[src/rtl/branch_pkg.sv]
// rtl/branch_pkg.sv - shared constants and helpers for branch prediction/resolve
package branch_pkg;

  // Resolve FSM encodings
  localparam logic [0:0] S_IDLE     = 1'b0;
  localparam logic [0:0] S_REDIRECT = 1'b1;

  // 2-bit saturating counter values
  localparam logic [1:0] CTR_MIN   = 2'b00;
  localparam logic [1:0] CTR_RESET = 2'b01;
  localparam logic [1:0] CTR_MAX   = 2'b11;

  // Word-aligned PCs: the table index starts above the byte offset
  localparam int unsigned IDX_LSB = 2;

  // Tag field begins just above the index field
  function automatic int unsigned tag_lsb(input int unsigned idx_w);
    return idx_w + IDX_LSB;
  endfunction

  // Saturating counter step toward taken or not-taken
  function automatic logic [1:0] ctr_next(input logic [1:0] ctr, input logic taken);
    if (taken) return (ctr == CTR_MAX) ? CTR_MAX : ctr + 2'd1;
    else       return (ctr == CTR_MIN) ? CTR_MIN : ctr - 2'd1;
  endfunction

endpackage

[src/rtl/btb_table.sv]
// rtl/btb_table.sv - direct-mapped BTB with 2-bit counters, 1 read / 1 write port
module btb_table
  import branch_pkg::*;
#(
  parameter int PC_W    = 32,
  parameter int ENTRIES = 16,
  parameter int IDX_W   = 4,
  parameter int TAG_W   = PC_W - IDX_W - 2
) (
  input  logic             clk,
  input  logic             rst_n,
  input  logic [IDX_W-1:0] rd_idx,
  input  logic [TAG_W-1:0] rd_tag,
  output logic             rd_hit,
  output logic             rd_taken,
  output logic [PC_W-1:0]  rd_target,
  input  logic             wr_en,
  input  logic [IDX_W-1:0] wr_idx,
  input  logic [TAG_W-1:0] wr_tag,
  input  logic             wr_taken,
  input  logic [PC_W-1:0]  wr_target
);

  logic             valid_q  [ENTRIES];
  logic [1:0]       ctr_q    [ENTRIES];
  logic [TAG_W-1:0] tag_q    [ENTRIES];
  logic [PC_W-1:0]  target_q [ENTRIES];

  logic       wr_hit;
  logic [1:0] wr_ctr_d;

  // Read port sees registered contents, so a same-cycle write returns old data
  always_comb begin
    rd_hit    = valid_q[rd_idx] && (tag_q[rd_idx] == rd_tag);
    rd_taken  = rd_hit && ctr_q[rd_idx][1];
    rd_target = target_q[rd_idx];
  end

  // New counter value; a miss or invalid entry restarts from weakly not-taken
  always_comb begin
    wr_hit   = valid_q[wr_idx] && (tag_q[wr_idx] == wr_tag);
    wr_ctr_d = ctr_next(wr_hit ? ctr_q[wr_idx] : CTR_RESET, wr_taken);
  end

  // Valid and counter state; a not-taken miss leaves the entry alone
  always_ff @(posedge clk or negedge rst_n) begin
    if (!rst_n) begin
      for (int i = 0; i < ENTRIES; i++) begin
        valid_q[i] <= 1'b0;
        ctr_q[i]   <= CTR_RESET;
      end
    end else if (wr_en && (wr_taken || wr_hit)) begin
      valid_q[wr_idx] <= 1'b1;
      ctr_q[wr_idx]   <= wr_ctr_d;
    end
  end

  // Tag and target are (re)allocated only by taken branches
  always_ff @(posedge clk) begin
    if (wr_en && wr_taken) begin
      tag_q[wr_idx]    <= wr_tag;
      target_q[wr_idx] <= wr_target;
    end
  end

endmodule

[src/rtl/branch_resolve_ctrl.sv]
// rtl/branch_resolve_ctrl.sv - branch prediction lookup and mispredict redirect/flush control
module branch_resolve_ctrl
  import branch_pkg::*;
#(
  parameter int PC_W    = 32,
  parameter int ENTRIES = 16,
  parameter int IDX_W   = 4,
  parameter int STAT_W  = 16
) (
  input  logic              clk,
  input  logic              rst_n,
  input  logic [PC_W-1:0]   if_pc,
  output logic              pred_taken,
  output logic [PC_W-1:0]   pred_target,
  input  logic              ex_valid,
  input  logic              ex_is_branch,
  input  logic              ex_decision,
  input  logic [PC_W-1:0]   ex_pc,
  input  logic [PC_W-1:0]   ex_target,
  input  logic              ex_pred_taken,
  input  logic [PC_W-1:0]   ex_pred_target,
  input  logic              stall,
  output logic              redirect,
  output logic [PC_W-1:0]   redirect_pc,
  output logic              flush_if_id,
  output logic              flush_id_ex,
  output logic [STAT_W-1:0] branch_cnt,
  output logic [STAT_W-1:0] mispred_cnt
);

  localparam int TAG_LSB = int'(tag_lsb(IDX_W));
  localparam int TAG_W   = PC_W - TAG_LSB;

  logic [0:0]        state_q, state_d;
  logic              redirect_q, redirect_d;
  logic [PC_W-1:0]   redirect_pc_q, redirect_pc_d;
  logic [STAT_W-1:0] branch_cnt_q, branch_cnt_d;
  logic [STAT_W-1:0] mispred_cnt_q, mispred_cnt_d;

  logic              resolve, mispredict;
  logic              rd_hit, rd_taken;
  logic [PC_W-1:0]   rd_target;

  btb_table #(
    .PC_W    (PC_W),
    .ENTRIES (ENTRIES),
    .IDX_W   (IDX_W),
    .TAG_W   (TAG_W)
  ) u_btb (
    .clk       (clk),
    .rst_n     (rst_n),
    .rd_idx    (if_pc[TAG_LSB-1:IDX_LSB]),
    .rd_tag    (if_pc[PC_W-1:TAG_LSB]),
    .rd_hit    (rd_hit),
    .rd_taken  (rd_taken),
    .rd_target (rd_target),
    .wr_en     (resolve),
    .wr_idx    (ex_pc[TAG_LSB-1:IDX_LSB]),
    .wr_tag    (ex_pc[PC_W-1:TAG_LSB]),
    .wr_taken  (ex_decision),
    .wr_target (ex_target)
  );

  // Fetch-side prediction: fall through to the next word on a miss
  always_comb begin
    pred_taken  = rd_taken;
    pred_target = rd_hit ? rd_target : if_pc + PC_W'(4);
  end

  // Resolve qualification, mispredict detect and next-state for FSM/outputs/stats
  always_comb begin
    resolve    = ex_valid && ex_is_branch && !stall && (state_q == S_IDLE);
    mispredict = resolve && ((ex_decision != ex_pred_taken) ||
                 (ex_decision && ex_pred_taken && (ex_target != ex_pred_target)));
    state_d       = mispredict ? S_REDIRECT : S_IDLE;
    redirect_d    = mispredict;
    redirect_pc_d = '0;
    if (mispredict) redirect_pc_d = ex_decision ? ex_target : ex_pc + PC_W'(4);
    branch_cnt_d  = branch_cnt_q;
    mispred_cnt_d = mispred_cnt_q;
    if (resolve && branch_cnt_q != '1)     branch_cnt_d  = branch_cnt_q + 1'b1;
    if (mispredict && mispred_cnt_q != '1) mispred_cnt_d = mispred_cnt_q + 1'b1;
  end

  // Registered control state; redirect and both flushes share one pulse
  always_ff @(posedge clk or negedge rst_n) begin
    if (!rst_n) begin
      state_q       <= S_IDLE;
      redirect_q    <= 1'b0;
      redirect_pc_q <= '0;
      branch_cnt_q  <= '0;
      mispred_cnt_q <= '0;
    end else begin
      state_q       <= state_d;
      redirect_q    <= redirect_d;
      redirect_pc_q <= redirect_pc_d;
      branch_cnt_q  <= branch_cnt_d;
      mispred_cnt_q <= mispred_cnt_d;
    end
  end

  assign redirect    = redirect_q;
  assign redirect_pc = redirect_pc_q;
  assign flush_if_id = redirect_q;
  assign flush_id_ex = redirect_q;
  assign branch_cnt  = branch_cnt_q;
  assign mispred_cnt = mispred_cnt_q;

endmodule

[config.mk]
export PLATFORM = sky130hd
export DESIGN_NAME = branch_resolve_ctrl
export DESIGN_NICKNAME = d
export VERILOG_FILES = /design/src/rtl/branch_pkg.sv /design/src/rtl/btb_table.sv /design/src/rtl/branch_resolve_ctrl.sv
export SDC_FILE = /design/constraint.sdc
export NUM_CORES = 1
export LEC_CHECK = 0
export CAP_MARGIN = 20
export CORE_MARGIN = 2
export CORE_UTILIZATION = 54
export CTS_BUF_LIST = sky130_fd_sc_hd__clkbuf_16
export CTS_CLUSTER_DIAMETER = 200
export DETAILED_ROUTE_END_ITERATION = 8
export GPL_TIMING_DRIVEN = 0
export PLACE_DENSITY = 0.76
export SYNTH_ARGS = -nofsm -noshare
export SYNTH_HDL_FRONTEND = slang
export SYNTH_SLANG_ARGS = --single-unit
export TNS_END_PERCENT = 5
[constraint.sdc]
create_clock -name clk -period 5.8 [get_ports clk]
set_clock_uncertainty 0.05 [all_clocks]
set_input_delay 1.16 -clock clk [delete_from_list [all_inputs] [get_ports clk]]
set_output_delay 1.16 -clock clk [all_outputs]
set_load 0.1 [all_outputs]
After elaboration in Yosys (flattened, before gate mapping)

Memory sizes are Yosys's and may differ from the RTL's.
Cells that the tools add are included.

Register bits: 114
RAM bits: 928
Input port bits: 135
Output and inout port bits: 100
Logic and storage cells: 104
Memories kept: 2

$add $sub $neg: 6
Magnitude comparators: 3
Equal/unequal tests: 7
Muxes and demuxes: 27
Bitwise gates (word level): 4
Reduce and logical (&&, ||, !) cells: 18

Memories:

| name           | words | bits a word | rd ports | clocked after Yosys merged registers in | wr ports | line            | source |
|---|---|---|---|---|---|---|---|
| u_btb.target_q | 16    | 32          | 1        | 0                                       | 1        | btb_table.sv:27 | `logic [PC_W-1:0] target_q [ENTRIES];` |
| u_btb.tag_q    | 16    | 26          | 2        | 0                                       | 1        | btb_table.sv:26 | `logic [TAG_W-1:0] tag_q [ENTRIES];` |

Operators with widths:

| kind                  | count |
|---|---|
| $mux 32               | 3 |
| $add 32x3->32 const B | 2 |
| $eq 26x26->1          | 2 |
| $add 16x1->16 const B | 2 |
| $bwmux 32             | 1 |
| $ne 16x16->1 const B  | 2 |
| $ne 32x32->1          | 1 |
| $mux 2                | 9 |
| $bmux 2 s4            | 2 |
| $or 16x16->16         | 1 |
| $logic_and 1x1->1     | 14 |
| $ge 5x5->1 const B    | 2 |
| $not 4->5             | 2 |
| $bmux 1 s4            | 2 |
| $demux 2 s4           | 1 |
| $mux 1                | 8 |
| $lt 5x1->1 const B    | 1 |
| $demux 1 s4           | 1 |
| $add 2x1->2 const B   | 1 |
| $eq 2x2->1 const B    | 1 |
| $logic_not 2->1       | 1 |
| $logic_or 1x1->1      | 2 |
| $sub 2x1->2 const B   | 1 |
| $logic_not 1->1       | 1 |
| other kinds (2)       | 2 |

Longest topological paths before layout

Depth in word-level cells: 10
Gate-level depth with buffers: 15
Gate-level depth less buffers: 10

Hierarchy

From an unflattened synthesis, not the netlist that was laid out.

Cell total of the unflattened synthesis: 2441
Area, all modules: 46605.9 um2

By module, submodules not included:

| module              | times used | cells an instance | area each (um2) | sequential area each (um2) |
|---|---|---|---|---|
| btb_table           | 1          | 1894              | 41823.9         | 29087.9 |
| branch_resolve_ctrl | 1          | 547               | 4782.1          | 1626.6 |

Least setup slack after synthesis

No wires, ideal clock.

Path type: input to register
From: in ex_pc[2]
To: mem u_btb.tag_q[0][0] (netlist name) (enable)
Library setup time: 545 ps
Data arrival time: 6518 ps
Required time: 5205 ps
Slack: -1313 ps
Stages on the path: 9
Buffers on the path: 5
Cell sequence: buf_6 > buf_12 > buf_6 > inv_2 > buf_2 > buf_2 > ha_1 > nand2_1 > nor3_1

RTL lines:

| what               | line                      | source |
|---|---|---|
| start: declaration | branch_resolve_ctrl.sv:18 | `input logic [PC_W-1:0] ex_pc,` |
| end: declaration   | btb_table.sv:26           |  |

Straight into the memory's write port.

Worst setup path after layout

From: in if_pc[2]
To: out pred_target[8]

Word-level cells in the longest chain between the ends: 6
Elaborated cells between the ends (all ways): 10

Ends and longest elaborated chain:

| what                                                                  | line                      | source |
|---|---|---|
| start: declaration                                                    | branch_resolve_ctrl.sv:12 | `input logic [PC_W-1:0] if_pc,` |
| parallel branches: the longest is 5 deep, another holds $add 32x3->32 | -                         |  |
| $mux 32 *                                                             | branch_resolve_ctrl.sv:67 | `pred_target = rd_hit ? rd_target : if_pc + PC_W'(4);` |
| end: declaration                                                      | branch_resolve_ctrl.sv:14 | `output logic [PC_W-1:0] pred_target,` |

Mark *: on every way between the ends. The select of a mux whose other input is x is not followed.

==> results.cfg <==
[outcome]
status = finished, violations left
violations = negative setup slack

[clock_tree]
cts.clk_slew.worst_paths_ns = 0.06
cts_hold_buf = 0
htreeDepth = 3
clk_latency_ns = 0.68
cts-root-buf = clkbuf_16
clock-sinks = 1041
cts_made_buffers = 102
clk_path_buf_depth = 3
cts_tree = built

[timing]
rsz0062_at_grt = yes
slew_violations = 0
period_needed_ns = 5.85
tightest_slew_ns = 1.18
setup_slack_ns = -0.0512
finalHoldViolCount = 0
setup_viol = 21
slew_headroom_pct = 20.8
max_freq_mhz = 171
min_period_over_period_pct = 101

[layout]
regArea_um2 = 30700
final_area_um2 = 55800
finalNetCount = 2964
multi_input_area_um2 = 15100
most-common-layout-cells = edfxtp_1 (928), mux4_2 (388), clkdlybuf4s50_1 (193)
drive_gt1_share_pct = 31.4
fill_cells = 5482
final_common_cell = edfxtp_1
postLayoutCoreUtil_pct = 65.7
syn_to_final_growth_pct = 21.1

[routing]
drtPass1Iterations = 6
drc = 0
vias = 28400
wl_per_cell_um = 36.8
drtIter0Drc = 4816
ant_nets = 0
wirelength_mm = 149
routed_via_density = 6.99

[floorplanning]
rows = 107
dieArea_um2 = 87600
start_util_pct = 54.3
core_um2 = 84900
io-pin-count = 235
die_y_um = 296
die_w_um = 296

[logic_synthesis]
synthCells = 2397
ys_seq_elements = 1041
syn_area_um2 = 46100
synth_edf_count = 928
synthArstFlopShare_pct = 10.9
syn-num-nets = 2540
synth_cell_types = 65
yosys_warnings = 0
syn-mean-instance-area_um2 = 19.2
seq_area_frac_synth_pct = 66.7
synth_flop_cell = edfxtp_1

[placement]
placed_cell_area_um2 = 51300
place_congestion = 0.933
port-buffer-count = 230
pre_cts_slack_ns = -4.16
place_hpwl_mm = 101

[global_route]
grtUsageTotal_pct = 34.3
antenna_found_initial = 8
grt_pass1_vias = 27800
grt-ovfl-total = 0
grt_max_degree = 76
grt_pass1_wl_mm = 208

[critical_path]
crit_fanout = 12
path_class = input pin to output pin
worstPathArrival_ns = 4.64
crit_start = if_pc[2]
r2r-start = u_btb.tag_q[3][4]$_DFFE_PP_
critPathCaptureType = output pin
ff2ff_path_depth = 10
crit_required_ns = 4.59
cp-start-kind = input pin

[pwr]
p_leak_uw = 0.0188
finalPower_uw = 16800
ir_worst_vdd_mv = 0.487
p_per_area_nw_per_um2 = 302

[min_path]
hold_path.class = input pin to asynchronous set/reset pin

[flow_run]
timing.max_cap.violations = 0
-- through the flow --
step | setup TNS, ns | hold slack, ns | std cells
floorplan | -211.38 | 0.394 | 2397
global placement | -5212.55 | 0.414 | 3771
detailed placement | -161.38 | 0.419 | 3851
CTS | 0 | 0.306 | 4050
global route | -0.0830 | 0.335 | 4055
finish | -0.404 | 0.320 | 4058
-- cells in the mapped netlist (all sizes together) (3+ instances only) --
cell,number,area share (%)
a211oi,4,0.065
a21o,3,0.049
a21oi,65,0.71
a221oi,6,0.11
a22o,6,0.11
a22oi,14,0.23
and2,4,0.054
and2b,3,0.049
and3,22,0.32
and3b,3,0.057
and4,6,0.11
buf,78,1.0
clkbuf,61,0.50
dfrtp,97,5.3
dfstp,16,0.91
edfxtp,928,61
ha,8,0.22
inv,16,0.13
mux2,49,1.2
mux2i,73,1.6
mux4,397,19
nand2,60,0.49
nand2b,3,0.041
nand3,47,0.51
nand4,40,0.54
nor2,127,1.0
nor2b,8,0.11
nor3,14,0.15
nor4,10,0.14
o21a,3,0.049
o21ai,3,0.033
o22a,4,0.076
o22ai,4,0.054
o31ai,3,0.049
or2,11,0.15
or2b,9,0.15
or3,3,0.041
or4,3,0.049
xnor2,119,2.3
xor2,49,0.93
-- state kept, by name, indices dropped and copies added (netlist names) --
| name | cells |
|---|---|
| u_btb.target_q | 512 |
| u_btb.tag_q | 416 |
| redirect_pc | 32 |
| u_btb.ctr_q | 32 |
| branch_cnt | 16 |
| mispred_cnt | 16 |
| u_btb.valid_q | 16 |
| flush_id_ex | 1 |
-- worst max-delay path, cell delays in order --
cell and delay, ns:
buf_6 0.11, buf_8 0.15, buf_12 0.15, buf_12 0.14, mux4_2 0.51, mux4_2 0.65, xnor2_2 0.24, nand4_1 0.12
nor4_1 0.33, nand4_1 0.15, buf_6 0.16, buf_12 0.17, clkbuf_16 0.18, a21oi_4 0.20, buf_12 0.20
-- what timing repair did --
item                                    CTS  global route
pin swaps                                 7             6
endpoints found under the hold margin     0             0
setup buffers                             4             3
endpoints found under the setup margin   62            65
gates cloned                              2             2
gates resized for setup                 467            43
-- where the power goes --
part           switching, µW  internal (µW)
registers               64.5           8240
logic                   1220            703
clock network           2910           3700
total                   4190          12600
-- metal layers --
metal | vias to the layer above | track usage (%) | wire [µm]
li1 | 10800 | - | -
met1 | 14600 | 47.9 | 52700
met2 | 2583 | 51.7 | 67900
met3 | 381 | 11.1 | 23100
met4 | 12 | 11.6 | 5530
met5 | - | 0 | 74
-- cell families (layout without fill, tap and decap cells) --
kind of cell,Yosys count,count (layout),share of synthesized area [%]
multiplexers,519,519,22.3
adder cells (fa/ha/maj),9,9,0.239
buffers and inverters,155,669,1.67
XOR/XNOR,168,168,3.19
flip-flops,1041,1041,66.7
AO/OA/AOI/OAI,131,131,1.90
other,0,3,0
AND/OR/NAND/NOR,374,374,4.04
-- area by class of cell --
cell class / instances / share of cell area, %
flip-flops and latches: 1041 / 55.1
multi-input cells: 1201 / 27.2
repair buffers: 321 / 7.20
clock buffers: 107 / 4.80
well taps: 1144 / 2.57
plain buffers: 138 / 1.94
clock inverters: 87 / 1.16
inverters: 16 / 0.108
diodes: 3 / 0.0135
-- final timing paths --
path,to,slack (ns)
worst max-delay path,pred_target[8],-0.05
worst min-delay path,branch_cnt[7]$_DFFE_PN0P_,0.32
worst max register to register,u_btb.ctr_q[27]$_DFFE_PN0P_,1.56
worst min register to register,u_btb.valid_q[8]$_DFFE_PN0P_,0.44
max in group asynchronous,redirect_pc[21]$_DFF_PN0_,4.60
min in group clk,u_btb.valid_q[8]$_DFFE_PN0P_,0.44
Power figures use the tool's default switching activity.
